`src/rtl/mux_2to1_arb.sv`:
```
// mux_2to1_arb: two-requester data mux with a registered round-robin style
// arbiter. A requester may keep the grant for up to MAX_HOLD transfers while
// the other one waits, then the grant is handed over.
//
// Optional build macro: MUX_ARB_LOCK_EN adds a 'lock' input that, while high,
// keeps the current owner from being preempted at the hold limit.
//
// state  | meaning
// IDLE   | no grant; sel keeps its last value
// GRANT0 | requester 0 owns the output (gnt0=1, sel=0)
// GRANT1 | requester 1 owns the output (gnt1=1, sel=1)
module mux_2to1_arb #(
  parameter int WIDTH    = 1,
  parameter int MAX_HOLD = 4
) (
  input  logic             clk,
  input  logic             rst,
  input  logic             req0,
  input  logic             req1,
  input  logic [WIDTH-1:0] in0,
  input  logic [WIDTH-1:0] in1,
  input  logic             out_ready,
`ifdef MUX_ARB_LOCK_EN
  input  logic             lock,
`endif
  output logic             gnt0,
  output logic             gnt1,
  output logic             sel,
  output logic [WIDTH-1:0] mux_out,
  output logic             out_valid
);

  typedef enum logic [1:0] {
    IDLE   = 2'd0,
    GRANT0 = 2'd1,
    GRANT1 = 2'd2
  } state_t;

  localparam logic [3:0] HOLD_LAST = 4'(MAX_HOLD - 1);

  state_t     state, state_nxt;
  logic [3:0] hold_cnt, hold_cnt_nxt;
  logic       last_served, last_served_nxt;
  logic       sel_q, sel_nxt;
  logic       lock_eff;
  logic       own_req, oth_req;
  logic       xfer;
  state_t     oth_state;

`ifdef MUX_ARB_LOCK_EN
  assign lock_eff = lock;
`else
  assign lock_eff = 1'b0;
`endif

  assign gnt0      = (state == GRANT0);
  assign gnt1      = (state == GRANT1);
  assign sel       = sel_q;
  assign mux_out   = sel_q ? in1 : in0;
  assign out_valid = (gnt0 & req0) | (gnt1 & req1);
  assign xfer      = out_valid & out_ready;

  // Requests seen from the point of view of the current owner.
  always_comb begin
    own_req   = 1'b0;
    oth_req   = 1'b0;
    oth_state = IDLE;
    if (state == GRANT0) begin
      own_req   = req0;
      oth_req   = req1;
      oth_state = GRANT1;
    end else if (state == GRANT1) begin
      own_req   = req1;
      oth_req   = req0;
      oth_state = GRANT0;
    end
  end

  // Next-state, hold counter and last-served/select update.
  always_comb begin
    state_nxt       = state;
    hold_cnt_nxt    = hold_cnt;
    last_served_nxt = last_served;
    sel_nxt         = sel_q;
    case (state)
      IDLE: begin
        if (req0 && req1)
          state_nxt = last_served ? GRANT0 : GRANT1;
        else if (req0)
          state_nxt = GRANT0;
        else if (req1)
          state_nxt = GRANT1;
      end
      GRANT0, GRANT1: begin
        // A dropped request releases immediately; there is nothing to stall.
        if (!own_req) begin
          state_nxt = oth_req ? oth_state : IDLE;
        end else if (xfer) begin
          if (hold_cnt == HOLD_LAST) begin
            hold_cnt_nxt = 4'd0;
            if (oth_req && !lock_eff)
              state_nxt = oth_state;
          end else begin
            hold_cnt_nxt = hold_cnt + 4'd1;
          end
        end
      end
      default: state_nxt = IDLE;
    endcase

    if (state_nxt != state) begin
      hold_cnt_nxt = 4'd0;
      if (state_nxt == GRANT0) begin
        last_served_nxt = 1'b0;
        sel_nxt         = 1'b0;
      end else if (state_nxt == GRANT1) begin
        last_served_nxt = 1'b1;
        sel_nxt         = 1'b1;
      end
    end
  end

  // State register; last_served resets to 1 so requester 0 wins the first tie.
  always_ff @(posedge clk) begin
    if (rst) begin
      state       <= IDLE;
      hold_cnt    <= 4'd0;
      last_served <= 1'b1;
      sel_q       <= 1'b0;
    end else begin
      state       <= state_nxt;
      hold_cnt    <= hold_cnt_nxt;
      last_served <= last_served_nxt;
      sel_q       <= sel_nxt;
    end
  end

endmodule

```
`config.mk`:
```
export PLATFORM = sky130hd
export DESIGN_NAME = mux_2to1_arb
export DESIGN_NICKNAME = d
export VERILOG_FILES = /design/src/rtl/mux_2to1_arb.sv
export SDC_FILE = /design/constraint.sdc
export NUM_CORES = 1
export LEC_CHECK = 0
export ABC_AREA = 0
export BUFFER_PORTS_ARGS = -buffer_cell sky130_fd_sc_hd__buf_2
export CORE_MARGIN = 2
export CORE_UTILIZATION = 49
export DETAILED_ROUTE_END_ITERATION = 10
export PLACE_DENSITY = 0.8
export SLEW_MARGIN = 40
export SYNTH_ARGS = -nofsm -noshare
export SYNTH_HDL_FRONTEND = slang
export SYNTH_SLANG_ARGS = --single-unit
```
`constraint.sdc`:
```
create_clock -name clk -period 2.4 [get_ports clk]
set_input_delay 0.72 -clock clk [delete_from_list [all_inputs] [get_ports clk]]
set_output_delay 0.72 -clock clk [all_outputs]
set_load 0.005 [all_outputs]
```
-- Word-level counts from Yosys, hierarchy flattened
Cells that the tools add are included.
- $add $sub $neg: 1
- mux-type cells: 20
- bitwise logic cells: 4
- equality and inequality tests: 6
- reduce and logical (&&, ||, !) cells: 7
- operators by type and width (operator ; count):
    2-bit two-way mux ; 10
    1-bit two-way mux ; 8
    4-bit by 1-bit adder with 4-bit output, second input constant ; 1
    2-bit by 1-bit == test with 1-bit output, second input constant ; 2
    2-bit == test, second input constant ; 2
    4-bit by 2-bit == test with 1-bit output, second input constant ; 1
    4-bit two-way mux ; 1
    2-bit case mux with 2 select lines ; 1
    2-bit OR reduction ; 2
    1-bit bitwise AND ; 3
    3-bit AND reduction ; 1
    2-bit zero test ; 1
    2-bit != test ; 1
    2-bit AND reduction ; 1
    2-bit nonzero test ; 1
    1-bit logical AND ; 1
    1-bit OR ; 1
- input bits: 7
- flip-flop bits (word level): 8

-- Logic depth before layout (Yosys ltp)
Gate-level depths: netlist (run 1).
- depth in word-level cells: 11
- mapped depth: 12
- depth with buffers taken out: 12

-- Least setup slack after synthesis (run 1)
No wires, ideal clock.
- path type: in2reg
- from: in req1
- to: reg sel_q, in the netlist sel
- data required time: 2.286 ns
- setup time: 0.114 ns
- slack: -0.059 ns
- stages: 10
- buffers on the path: 1
- data arrival time: 2.345 ns
- cells stage by stage: buf_2 -> o21bai_1 -> a21boi_2 -> nor4_2 -> a21oi_1 -> ha_1 -> nand2_1 -> nor2_1 -> a41o_1 -> a21o_1
- cells in the longest elaborated chain, start to end: 9
- elaborated cells on any way between the ends: 22
- ends and longest elaborated chain (item ; line ; text):
    start, declared ; 19 ; input logic req1,
    1-bit two-way mux or 1-bit bitwise AND (tied branches) ; 68, 60 ;
    2-bit two-way mux or 1-bit OR (tied branches) ; 101, 60 ;
    2-bit two-way mux or 1-bit bitwise AND (tied branches) ; 99, 61 ;
    2-bit two-way mux ; 98 ; end else if (xfer) begin
    2-bit two-way mux ; 96 ; if (!own_req) begin
    2-bit case mux with 2 select lines * ; 85 ; case (state)
    named net state_nxt[0] ; 41 ; state_t state, state_nxt;
    2-bit by 1-bit == test with 1-bit output or 2-bit == test (tied branches) ; 113, 116 ;
    2-bit nonzero test (no source line) ; -- ;
    2-bit AND reduction (no source line) ; -- ;
    end signal, assigned ; 134 ; sel_q <= sel_nxt;
    end, declared ; 44 ; logic sel_q, sel_nxt;
The timed path passes the listed nets; every way through them passes the cells marked *.
A chain may end at the register's enable or synchronous reset.

-- Worst setup path after layout (run 1)
- from: in out_ready
- to: reg sel_q, in the netlist sel
- cells in the longest elaborated chain, start to end: 7
- elaborated cells on any way between the ends: 10
- ends and longest elaborated chain (item ; line ; text):
    start, declared ; 22 ; input logic out_ready,
    1-bit bitwise AND * ; 61 ; assign xfer = out_valid & out_ready;
    2-bit two-way mux * ; 98 ;
    2-bit two-way mux * ; 96 ;
    2-bit case mux with 2 select lines * ; 85 ;
    2-bit by 1-bit == test with 1-bit output or 2-bit == test (tied branches) ; 113, 116 ;
    2-bit nonzero test (no source line) ; -- ;
    2-bit AND reduction (no source line) ; -- ;
Every way passes the cells marked *; elsewhere a longest branch is shown, timed or not.

==> impl_results.md, run 1 <==
* Fillers at 125
* Setup bufs post-CTS at 0
* Post-synthesis adder-cell area fraction at 0.0990
* Hold WS at 0.536 ns
* Total number of vias at 768
* Die H at 43.3 um
* Cell taking the most area after synthesis: dfxtp_1
* Number of global-route vias before repair at between 700 and 800
* R2R Setup Slk at 0.12 ns
* I/O Buffers at 11
* Status: complete, no violations
* Routed WL at ~1.7 mm
* WP data required at 2.55 ns
* GR Overflow Total at 0
* Pin count of the biggest net entering global routing at 13
* DP HPWL at 1.40 mm
* Initial Util at 0.515
* Synth warn at 0
* Site row count at 14
* R2R depth at 11
* Initial antenna violation count at 0
* Pwr per Cell Area at 939 nW/um2
* Comb pwr share at 0.683
* Setup TNS at 0 ns
* Area of the multi-input gates at 599 um2
* Register area share after synthesis at 0.211
* Fin Clk Skew at between 0.005 and 0.006 ns
* Synth Area in XOR/XNOR at 0.0116
* Drt pass-1 iters at 4
* Maxcap violations at 0
* Synth Area in Compound Gates at 0.239
* Minimum clock period at 2.29 ns
* Final period utilization at 0.952
* Slew HR at 0.775
* Critical Path End Type: flip-flop
* Seq pwr share at 0.204
* Boundary Pins at 12
* Hold_buf cts at 0
* Syn-to-layout area delta at 26.7%
* Synth Area per Inst at 8.52 um2
* Cts bufs inserted at 3
* Chip width at 43.3 um
* Depth of the worst hold-timing path at 2
* Inst Count DP at 124
* Final Slew Violations at 0
* Die area at 1880 um2
* # nets final at 126
* Initial drt markers at 10
* First-pass GRT wire length at 3.12 mm
* Fmax at around 0.44 GHz
* Setup violations, final at 0
* Critical path class: in -> reg
* RSZ-0062 raised after global routing: no
* Worst Hold Path EP: hold_cnt[2]
* Vias per inst at slightly above 6
* CP arrival at 2.44 ns
* Yosys cell types at 37
* Final hold vios at 0
* Most common cell after layout, fill and taps aside: buf_4
* # clock sinks at 8
* Clock transition at the registers of the reported paths at 0.06 ns
* Clock Path Buffers at 2
* Mux cell area share after synthesis at 0.0677
* # DRC at 0
* P_int at 512 uW
* N_diodes at 0
* Worst slew pin tran at 0.335 ns
* Core Util, Final at 0.653
* Crit Reg-Reg Endpoint: sel
* # resized after CTS at 0
* Syn Inst Count at ~90
* Hold_sp: hold_cnt[2]
* Most frequent cells in the layout: buf_4, buf_2, nand2_1
* Global Route Usage Sum at 0.211
* Worst VDD drop at 0.824 mV
* CTS tree: done
* WL/cell at 13.7 um
* Antenna-violating nets left at 0
* Fin area at 961 um2
* Clk pwr share at 0.113
* Static Leakage at approximately 0.00043 uW
* Dominant synthesized flop cell: dfxtp_1
* Placer's final routability congestion estimate at 0.902
* Layout cell share with drive strength beyond 1 at 0.405
* EDFF count, synth at 0
* Reg2reg start: hold_cnt[0]
* Post-synth ARST share at 0
* H-tree levels at 1
* Simple-Gate Fraction of Synth Area at 0.333
* Synth Net Count at 102
* Largest family of logic cells by synthesized area: simple AND/OR/NAND/NOR gates
* Mapped Area at 758 um2
* Seq cells post-synth at 8
* Switching power at 389 uW
* Area contributors post-synth: dfxtp_1, ha_1, mux2i_1
* FF+latch area at 163 um2
* Worst Hold Class: reg -> reg
* Post-Place Cell Area at between 900 and 1000 um2
* Worst-Skew Late Latency at 0.25 ns
* Sw Share at 0.432
* CORE AREA at 1470 um2
* Root buffer cell: clkbuf_4
* Worst Setup Start Kind: primary input
* Synth top area share at 0.211
* Layout Cells excl Fill at 127
* Critical path fanouts, max at 4
-- layer usage --
layer  vias to the layer above  routed length (um)  GRT usage
li1                        385                   -          -
met2                        11                 900      0.370
met4                         0                   8     0.0727
met1                       370                 781      0.260
met5                         -                   0          0
met3                         2                  46     0.0375
-- flip-flops by register name (all words and copies together), names as in the netlist --
signal       flops
sel              1
last_served      1
state            2
hold_cnt         4
-- worst max path at each step --
stage               slack [ns]  end   startpoint  depth (start not counted)
finish                    0.11  sel    out_ready                         11
global route              0.01  sel  hold_cnt[1]                         11
CTS                       0.01  sel     state[1]                         12
detailed placement       -0.17  sel    out_ready                         10
global placement         -0.15  sel    out_ready                         10
floorplan                 0.01  sel         req1                         10
-- area by class of cell --
class	instances	share of cell area
Sequential cell	8	0.169
Tap cell	16	0.0208
Inverter	3	0.0117
Timing Repair Buffer	23	0.151
Clock buffer	3	0.0234
Multi-Input combinational cell	74	0.624
-- through the flow --
stage,power [uW],setup WS [ns]
after global placement,761,-0.146
after CTS,896,0.0101
final,902,0.114
after detailed placement,789,-0.171
after global routing,973,0.0126
after floorplan,586,0.0143
-- power by group through the flow --
stage	logic [uW]	clock network, uW	registers (uW)
after floorplan	401	0	184
after global placement	579	0	182
after detailed placement	605	0	184
after CTS	607	108	181
after global routing	668	119	186
final	616	102	184
-- critical path, cell delays in order --
cell and delay (ns):
buf_2 0.10, and4bb_4 0.20, a21oi_1 0.16, o221ai_1 0.16
a21o_1 0.20, a21o_1 0.21, ha_4 0.23, nand2_1 0.07
nor2_1 0.04, a41o_1 0.21, a21o_1 0.14
-- cells in the mapped netlist (2+ instances only) --
| cell type | instances |
|---|---|
| a21o_1 | 4 |
| a21oi_1 | 6 |
| a41o_1 | 2 |
| and3_1 | 2 |
| buf_2 | 2 |
| clkbuf_1 | 2 |
| dfxtp_1 | 8 |
| ha_1 | 6 |
| inv_1 | 3 |
| mux2i_1 | 4 |
| nand2_1 | 9 |
| nand2b_1 | 3 |
| nand4_1 | 2 |
| nor2_1 | 5 |
| nor3_1 | 2 |
| nor3_2 | 3 |
| nor3b_1 | 3 |
| o21ai_0 | 3 |
| o21bai_1 | 2 |
-- cells by family (layout without fill, tap and decap cells) --
group	count (synthesis)	in the layout
flops	8	8
simple gates	38	38
fa+ha+maj	6	6
xor+xnor	1	1
compound gates	24	24
buf+inv	7	29
mux	5	5
Power figures use the tool's default switching activity.
==> run 2: changes to the inputs <==
--- a/config.mk
+++ b/config.mk
@@ -7,7 +7,7 @@
 export LEC_CHECK = 0
 export ABC_AREA = 0
 export BUFFER_PORTS_ARGS = -buffer_cell sky130_fd_sc_hd__buf_2
-export CORE_MARGIN = 2
+export CORE_MARGIN = 5
 export CORE_UTILIZATION = 49
 export DETAILED_ROUTE_END_ITERATION = 10
 export PLACE_DENSITY = 0.8
==> run 2 against run 1 <==
Non-clock buffer count increased by 1; wire length increased by 2.1%; die area increased by 30%.
==> impl_results.md, run 2 (synthesis results as in run 1) <==
* Worst Hold Class: reg -> reg
* Root buffer cell: clkbuf_4
* Clock Path Buffers at 2 (unchanged)
* Biggest register: hold_cnt
* Drt pass-1 iters at 4 (unchanged)
* Most frequent cells in the layout: buf_4, buf_2, nand2_1
* Biggest registers after layout: hold_cnt: 4 flops, state: 2 flops
* Layout cell share with drive strength beyond 1 at 0.420 (+0.0142)
* WL/cell at 13.9 um (+1.3%)
* Setup violations, final at 0 (unchanged)
* Initial drt markers at 4 (-6)
* # nets final at 127 (+0.79%)
* # clock sinks at 8 (unchanged)
* Status: complete, no violations
* Setup bufs post-CTS at 0 (unchanged)
* Fin Clk Skew at 0.00130 ns (-0.00373 ns)
* CORE AREA at 1490 um2 (+1.2%)
* Static Leakage at 0.000437 uW (+2.0%)
* Most common cell after layout, fill and taps aside: buf_4
* Placer's final routability congestion estimate at 0.914 (+1.3%)
* N_diodes at 0 (unchanged)
* Final Slew Violations at 0 (unchanged)
* Hold WS at 0.534 ns (-0.00241 ns)
* # DRC at 0 (unchanged)
* DP HPWL at 1.43 mm (+2.6%)
* Chip width at 49.3 um (+14%)
* GR Overflow Total at 0 (unchanged)
* R2R depth at 10 (-1)
* Slew HR at 0.766 (-0.00918)
* Maxcap violations at 0 (unchanged)
* Pwr per Cell Area at 930 nW/um2 (-0.87%)
* Worst-Skew Late Latency at 0.25 ns (about the same)
* Worst setup startpoint: hold_cnt[0]
* Fmax at 0.431 GHz (-1.4%)
* First-pass GRT wire length at 3.06 mm (-2.0%)
* Reg2reg start: hold_cnt[0]
* Final period utilization at 0.966 (+0.0131)
* Critical path fanouts, max at 4 (unchanged)
* Largest register FFs at 4 (unchanged)
* H-tree levels at 1 (unchanged)
* Die H at 49.3 um (+14%)
* Number of global-route vias before repair at 746 (-1.1%)
* Layout Cells excl Fill at 128 (+0.79%)
* Cts bufs inserted at 3 (unchanged)
* Global Route Usage Sum at 0.158 (-0.0530)
* CP Capture Point: sel
* Syn-to-layout area delta at 29.2%
* Initial antenna violation count at 0 (unchanged)
* Final hold vios at 0 (unchanged)
* Clock transition at the registers of the reported paths at 0.05 ns (about the same)
* Site row count at 14 (unchanged)
* Hold_buf cts at 0 (unchanged)
* Routed WL at 1.77 mm (+2.1%)
* Total number of vias at 766 (-0.26%)
* Worst VDD drop at 0.821 mV (-0.35%)
* Critical path class: reg -> reg
* Boundary Pins at 12 (unchanged)
* Antenna-violating nets left at 0 (unchanged)
* R2R Setup Slk at 0.08 ns (-0.04 ns)
* CP arrival at 2.47 ns (+0.03 ns)
* Critical Path End Type: flip-flop
* Initial Util at 0.509 (-0.00606)
* Worst slew pin tran at 0.351 ns (+0.0163 ns)
* Pin count of the biggest net entering global routing at 13 (unchanged)
* CTS tree: done
* Minimum clock period at 2.32 ns (+0.0315 ns)
* Worst Setup Start Kind: flip-flop
* Die area at 2430 um2 (+30%)
* Inst Count DP at 125 (+0.81%)
* Crit Reg-Reg Endpoint: sel
* Vias per inst at 5.98 (-1.0%)
* WP data required at 2.55 ns (about the same)
* I/O Buffers at 11 (unchanged)
-- run 2: area by class of cell --
type	count	area (um2)
multi-input cells	74	612
fillers	129	509
flip-flops and latches	8	161
repair buffers	24	153
clock buffers	3	22.5
well taps	16	20.0
inverters	3	11.3
-- run 2: report_power, final --
part / switching (uW) / leakage, uW / internal [uW]
sequential: 25.9 / 0.0000655 / 158
clock: 44.7 / 0.0000138 / 57.1
combinational: 325 / 0.000357 / 301
total: 395 / 0.000437 / 516
-- run 2: per-stage QoR --
step / setup WS (ns) / power [uW] / util / TNS, ns / instance area [um2]
detailed placement: -0.146 / 792 / 0.628 / -0.255 / 935
floorplan: 0.0143 / 586 / - / 0 / 779
global placement: -0.108 / 773 / 0.628 / -0.173 / 935
finish: 0.0825 / 912 / 0.658 / 0 / 980
CTS: 0.0412 / 900 / 0.643 / 0 / 957
global route: -0.00929 / 1000 / 0.658 / -0.00929 / 980
-- run 2: worst max-delay path, cell delays in order, from the launching register on --
cell      delay [ns]
dfxtp_1         0.33
ha_1            0.25
and4bb_4        0.25
and4_4          0.20
nor4_4          0.34
a21oi_2         0.14
ha_4            0.26
nand2_1         0.06
nor2_1          0.04
a41o_1          0.20
a21o_1          0.14
-- run 2: worst min path at each step --
stage	slack, ns	to	from	cells past startpoint
4_1_cts	0.53	hold_cnt[2]	hold_cnt[2]	2
5_1_grt	0.58	hold_cnt[2]	hold_cnt[2]	2
3_5_place_dp	0.52	hold_cnt[2]	hold_cnt[2]	2
3_3_place_gp	0.51	hold_cnt[2]	hold_cnt[2]	2
2_1_floorplan	0.48	hold_cnt[2]	hold_cnt[2]	2
6_report	0.53	hold_cnt[2]	hold_cnt[2]	2
-- run 2: per-layer routing --
layer | track usage | vias up | wire (um)
met1 | 0.167 | 363 | 722
met5 | 0 | - | 0
li1 | - | 380 | -
met2 | 0.268 | 17 | 919
met4 | 0.0942 | 0 | 48
met3 | 0.0520 | 6 | 82
-- run 2: timing repair --
action	4_1_cts	5_1_grt
setup endpoints to repair	0	2
resized for setup	0	7
endpoints found under the hold margin	0	0
